==> src/rtl/pu_riscv_pmp_gate.sv <==
// pu_riscv_pmp_gate: puts a single-outstanding PMP check in front of the BIU.
// Each access is captured, sent to the PMP checker for one cycle, and then
// either faulted or issued on the bus. Define PU_RISCV_PMP_GATE_MISALIGN_EN
// to enable the misaligned-address check, which takes priority over the PMP
// verdict. Completion and fault reporting use registered, one-cycle pulses.
module pu_riscv_pmp_gate #(
  parameter int XLEN = 64,
  parameter int PLEN = 64
) (
  input  logic            clk_i,
  input  logic            rst_i,

  input  logic            req_i,
  input  logic [PLEN-1:0] adr_i,
  input  logic [2:0]      size_i,
  input  logic            we_i,
  input  logic            instruction_i,
  input  logic [XLEN-1:0] d_i,
  input  logic            flush_i,
  output logic            ack_o,

  output logic            pmp_req_o,
  output logic [PLEN-1:0] pmp_adr_o,
  output logic [2:0]      pmp_size_o,
  output logic            pmp_we_o,
  output logic            pmp_instruction_o,
  input  logic            pmp_exception_i,

  output logic            biu_stb_o,
  output logic [PLEN-1:0] biu_adr_o,
  output logic [2:0]      biu_size_o,
  output logic            biu_we_o,
  output logic [XLEN-1:0] biu_d_o,
  input  logic            biu_stb_ack_i,
  input  logic            biu_ack_i,
  input  logic            biu_err_i,
  input  logic [XLEN-1:0] biu_q_i,

  output logic [XLEN-1:0] q_o,
  output logic            done_o,
  output logic            pmp_fault_o,
  output logic            misaligned_o,
  output logic            bus_err_o,
  output logic [PLEN-1:0] fault_adr_o
);

  typedef enum logic [2:0] {
    ST_IDLE,
    ST_CHECK,
    ST_ISSUE,
    ST_WAIT,
    ST_FAULT,
    ST_DRAIN
  } state_t;

  state_t          r_state;
  state_t          w_next_state;

  // holding registers for the accepted access
  logic [PLEN-1:0] r_adr;
  logic [2:0]      r_size;
  logic            r_we;
  logic            r_instruction;
  logic [XLEN-1:0] r_d;

  // result registers
  logic [XLEN-1:0] r_q;
  logic [PLEN-1:0] r_fault_adr;
  logic            r_done;
  logic            r_pmp_fault;
  logic            r_bus_err;

  // per-cycle events, decoded from the current state and inputs
  logic            w_accept;
  logic            w_done_evt;
  logic            w_pmp_fault_evt;
  logic            w_mis_evt;
  logic            w_bus_err_evt;
  logic            w_misaligned;

`ifdef PU_RISCV_PMP_GATE_MISALIGN_EN
  localparam logic [2:0] SZ_BYTE  = 3'b000;
  localparam logic [2:0] SZ_HWORD = 3'b001;
  localparam logic [2:0] SZ_WORD  = 3'b010;
  localparam logic [2:0] SZ_DWORD = 3'b011;
  localparam logic [2:0] SZ_QWORD = 3'b100;

  logic r_misaligned;

  // alignment check of the held address against the held transfer size
  always_comb begin
    w_misaligned = 1'b0;
    case (r_size)
      SZ_BYTE:  w_misaligned = 1'b0;
      SZ_HWORD: w_misaligned = r_adr[0];
      SZ_WORD:  w_misaligned = |r_adr[1:0];
      SZ_DWORD: w_misaligned = |r_adr[2:0];
      SZ_QWORD: w_misaligned = |r_adr[3:0];
      default:  w_misaligned = 1'b0;
    endcase
  end

  // misaligned fault pulse
  always_ff @(posedge clk_i or posedge rst_i) begin
    if (rst_i) r_misaligned <= 1'b0;
    else       r_misaligned <= w_mis_evt;
  end

  assign misaligned_o = r_misaligned;
`else
  assign w_misaligned = 1'b0;
  assign misaligned_o = 1'b0;
`endif

  // state register
  always_ff @(posedge clk_i or posedge rst_i) begin
    if (rst_i) r_state <= ST_IDLE;
    else       r_state <= w_next_state;
  end

  // next-state decode
  always_comb begin
    w_next_state = r_state;
    case (r_state)
      ST_IDLE: begin
        if (w_accept) w_next_state = ST_CHECK;
      end
      ST_CHECK: begin
        if (flush_i)                             w_next_state = ST_IDLE;
        else if (w_misaligned || pmp_exception_i) w_next_state = ST_FAULT;
        else                                     w_next_state = ST_ISSUE;
      end
      ST_ISSUE: begin
        if (flush_i)            w_next_state = ST_IDLE;
        else if (biu_stb_ack_i) w_next_state = ST_WAIT;
      end
      ST_WAIT: begin
        // a flush that coincides with the bus response has nothing left to drain
        if (biu_ack_i || biu_err_i) w_next_state = ST_IDLE;
        else if (flush_i)           w_next_state = ST_DRAIN;
      end
      ST_FAULT: begin
        w_next_state = ST_IDLE;
      end
      ST_DRAIN: begin
        if (biu_ack_i || biu_err_i) w_next_state = ST_IDLE;
      end
      default: begin
        w_next_state = ST_IDLE;
      end
    endcase
  end

  // combinational outputs and event decode
  always_comb begin
    w_accept        = 1'b0;
    w_done_evt      = 1'b0;
    w_pmp_fault_evt = 1'b0;
    w_mis_evt       = 1'b0;
    w_bus_err_evt   = 1'b0;
    pmp_req_o       = 1'b0;
    biu_stb_o       = 1'b0;
    case (r_state)
      ST_IDLE: begin
        w_accept = req_i & ~flush_i;
      end
      ST_CHECK: begin
        pmp_req_o = 1'b1;
        if (!flush_i) begin
          if (w_misaligned)         w_mis_evt       = 1'b1;
          else if (pmp_exception_i) w_pmp_fault_evt = 1'b1;
        end
      end
      ST_ISSUE: begin
        biu_stb_o = ~flush_i;
      end
      ST_WAIT: begin
        if (!flush_i) begin
          if (biu_err_i)      w_bus_err_evt = 1'b1;
          else if (biu_ack_i) w_done_evt    = 1'b1;
        end
      end
      default: begin
      end
    endcase
  end

  assign ack_o = w_accept;

  // capture the accepted access
  always_ff @(posedge clk_i or posedge rst_i) begin
    if (rst_i) begin
      r_adr         <= '0;
      r_size        <= '0;
      r_we          <= 1'b0;
      r_instruction <= 1'b0;
      r_d           <= '0;
    end else if (w_accept) begin
      r_adr         <= adr_i;
      r_size        <= size_i;
      r_we          <= we_i;
      r_instruction <= instruction_i;
      r_d           <= d_i;
    end
  end

  // read data and faulting address
  always_ff @(posedge clk_i or posedge rst_i) begin
    if (rst_i) begin
      r_q         <= '0;
      r_fault_adr <= '0;
    end else begin
      if (w_done_evt && !r_we) r_q <= biu_q_i;
      if (w_pmp_fault_evt || w_mis_evt || w_bus_err_evt) r_fault_adr <= r_adr;
    end
  end

  // completion and fault pulses
  always_ff @(posedge clk_i or posedge rst_i) begin
    if (rst_i) begin
      r_done      <= 1'b0;
      r_pmp_fault <= 1'b0;
      r_bus_err   <= 1'b0;
    end else begin
      r_done      <= w_done_evt;
      r_pmp_fault <= w_pmp_fault_evt;
      r_bus_err   <= w_bus_err_evt;
    end
  end

  assign pmp_adr_o         = r_adr;
  assign pmp_size_o        = r_size;
  assign pmp_we_o          = r_we;
  assign pmp_instruction_o = r_instruction;

  assign biu_adr_o  = r_adr;
  assign biu_size_o = r_size;
  assign biu_we_o   = r_we;
  assign biu_d_o    = r_d;

  assign q_o         = r_q;
  assign fault_adr_o = r_fault_adr;
  assign done_o      = r_done;
  assign pmp_fault_o = r_pmp_fault;
  assign bus_err_o   = r_bus_err;

endmodule

==> config.mk <==
export PLATFORM = sky130hd
export DESIGN_NAME = pu_riscv_pmp_gate
export DESIGN_NICKNAME = d
export VERILOG_FILES = /design/src/rtl/pu_riscv_pmp_gate.sv
export SDC_FILE = /design/constraint.sdc
export NUM_CORES = 1
export LEC_CHECK = 0
export CAP_MARGIN = 0
export CORE_AREA = 2 2 210 212
export DETAILED_ROUTE_END_ITERATION = 6
export DIE_AREA = 0 0 212 214
export GPL_TIMING_DRIVEN = 1
export SLEW_MARGIN = 20
export SYNTH_ARGS = -nofsm -noshare
export SYNTH_HDL_FRONTEND = slang
export SYNTH_SLANG_ARGS = --single-unit
==> constraint.sdc <==
create_clock -name clk_i -period 10.8 [get_ports clk_i]
set_clock_uncertainty 0.15 [all_clocks]
set_input_delay 2.16 -clock clk_i [delete_from_list [all_inputs] [get_ports clk_i]]
set_output_delay 2.16 -clock clk_i [all_outputs]
set_load 0.01 [all_outputs]
==> impl_metrics.yaml <==
logic_synthesis:
  yosysWarnings: 0
  synth_top_family_by_area: "multiplexers"
  synth.top_cell.area_share_pct: 62.0
  synth_mux_area_share_pct: 29.6
  synth_compound_area_share_pct: 0.615
  syn-num-nets: 869
  synth-edff-count: 0
  yosys.area_share.simple_pct: 1.17
  synth_area_sq_um: 10800
  ys_dominant_reg_cell: "dfrtp_1"
  synthAdderAreaFrac_pct: 0
  ys_seq_area_share_pct: 62.0
  yosysUniqueCellTypes: 28
  synth_cells: 664
  synth_top_area_cell: "dfrtp_1"
  synth-xor-area-share_pct: 0
  async_reset_ff_share_pct: 100
  synth-seq-cells: 267
  synth_area_leaders: "dfrtp_1 62%, mux2_2 21%, mux2_4 8.4%, buf_4 4.8%, buf_2 1.1%"
  avgSynthCellArea_sq_um: 16.2
placement:
  portBuffers: 539
  place_ws_ns: 4.45
  post_dp_cell_area_sq_um: 16300
  dp_hpwl_um: 22500
  place_congestion: 0.788
pwr:
  power_leakage_uw: 0.00728
  ir_drop_uv: 201
  finalPower_uw: 5120
  power_density_nw_per_um2: 296
detailed_routing:
  wirelength_um: 31200
  via_per_inst: 4.02
  drc_errors: 0
  first_pass_iters: 4
  ant_nets: 0
  wl_per_cell_um: 17.8
  first_iter_violations: 271
  vias: 7032
clock_tree:
  cts_root_buf: "clkbuf_16"
  clkSinkCount: 267
  hold_buffers: 0
  worst_skew_pair.late_latency_ns: 0.57
  cts_setup_buffers: 0
  htreeDepth: 1
  numCtsBuffers: 31
  ctsResizeCount: 0
  cts_tree: "done"
  clk_pin_slew_ns: 0.06
  clock_path_buffers: 3
critical_path:
  r2r_end: "fault_adr_o[14]"
  ff2ff_path_depth: 4
  required_ns: 8.49
  setup.worst_path.end_class: "output pin"
  crit_fanout: 8
  r2r-start: "r_state[1]"
  critPathKind: "in -> out"
  cp.arrival_ns: 3.99
  start_kind: "primary input"
  r2r_slack_ns: 8.24
sta:
  rsz0062_at_grt: "false"
  holdWs_ns: 0.351
  drv_slew: 0
  fin_crit_ns: 6.30
  fmax_mhz: 159
  finalSetupViolCount: 0
  hold_violations: 0
  fin_crit_sh_pct: 58.3
  setup_slack_ns: 4.50
  max_slew_margin_pct: 31.8
  worstMarginPinSlew_ns: 1.02
  fin_tns_setup_ns: 0
flow_run:
  drv_cap: 0
floorplan:
  initial_core_util_pct: 25.1
  die_area_sq_um: 45400
  num_io_pins: 541
  dieWidth_um: 212
  die_h_um: 214
  core_sq_um: 42900
  rows: 76
global_routing:
  grt_max_degree: 144
  antenna_found_initial: 0
  grt_pass1_vias: 7707
  grt_first_pass_wirelength_um: 47100
  grt-ovfl-total: 0
  grt_usage_pct: 13.4
worst_hold_path:
  hold_depth: 1
  hold_start: "biu_d_o[60]"
  hold_end: "biu_d_o[60]"
  min_path_type: "reg -> reg"
cells_and_area:
  layout_common_cells: "539 x clkdlybuf4s50_1, 267 x dfrtp_1, 203 x mux2_2"
  layout.nets: 1348
  num_antenna_cells: 0
  syn2layout_area_growth_pct: 60.5
  final_area_sq_um: 17300
  final_common_cell: "clkdlybuf4s50_1"
  drive_above_1_share_pct: 27.9
run_status:
  status: "finished, final reports clean"
worst max-delay path: stages:
cell	delay (ns)
clkdlybuf4s50_1	0.60
nor2_2	0.33
nand3_4	0.14
inv_1	0.18
clkdlybuf4s50_1	0.58
synthesized netlist by cell type (2+ instances only):
cell type and number:
buf_6 6, nand2_1 2, dfrtp_1 267, nor2_1 8, a21oi_1 2, mux2_2 203, mux2_4 60, buf_4 69
inv_1 3, o21ai_0 2, nand2b_1 2, buf_2 23, nor3_1 2
how the worst max path moves through the flow:
| stage | from | end | slack (ns) | cells after the start |
|---|---|---|---|---|
| after floorplan | rst_i | biu_adr_o[0] | 1.14 | 1 |
| after global placement | flush_i | ack_o | 4.45 | 5 |
| after detailed placement | flush_i | ack_o | 4.45 | 5 |
| after CTS | flush_i | ack_o | 4.44 | 5 |
| after global routing | flush_i | biu_stb_o | 4.41 | 5 |
| final | flush_i | ack_o | 4.50 | 5 |
cell type report:
| cell class | count | area (sq um) |
|---|---|---|
| Fill cell | 4061 | 25600 |
| Sequential cell | 267 | 6680 |
| Timing Repair Buffer | 545 | 5450 |
| Multi-Input combinational cell | 295 | 3400 |
| Clock buffer | 47 | 946 |
| Tap cell | 585 | 732 |
| Clock inverter | 9 | 70.1 |
| Inverter | 3 | 18.8 |
power breakdown:
part | switching (uW) | total, uW | internal, uW
combinational | 809 | 2290 | 1480
sequential | 339 | 1810 | 1470
clock | 407 | 1030 | 620
total | 1550 | 5120 | 3570
cells by family (layout without fill, tap and decap cells):
| family | after synthesis | in the layout |
|---|---|---|
| flops | 267 | 267 |
| mux | 263 | 263 |
| buf+inv | 102 | 604 |
| simple gates | 21 | 21 |
| compound gates | 10 | 10 |
| other cells | 1 | 1 |
sequential cells by signal, indices dropped and copies added (netlist names):
name,count
biu_adr_o,64
pmp_instruction_o,1
done_o,1
r_state,3
bus_err_o,1
biu_size_o,3
fault_adr_o,64
biu_we_o,1
biu_d_o,64
pmp_fault_o,1
q_o,64
stage by stage:
| step | std cells | utilization, % |
|---|---|---|
| floorplan | 664 | - |
| global placement | 1695 | 38.0 |
| detailed placement | 1695 | 38.0 |
| CTS | 1751 | 40.3 |
| global route | 1751 | 40.3 |
| finish | 1751 | 40.3 |
routing by layer:
metal | global-route usage, % | share of wire (%) | vias up
met1 | 15.8 | 40 | 3524
met4 | 3.40 | 2.4 | 0
li1 | - | - | 3190
met3 | 3.53 | 7.1 | 40
met2 | 23.8 | 51 | 278
met5 | 0 | 0 | -
(Power assumes the default switching activity.)
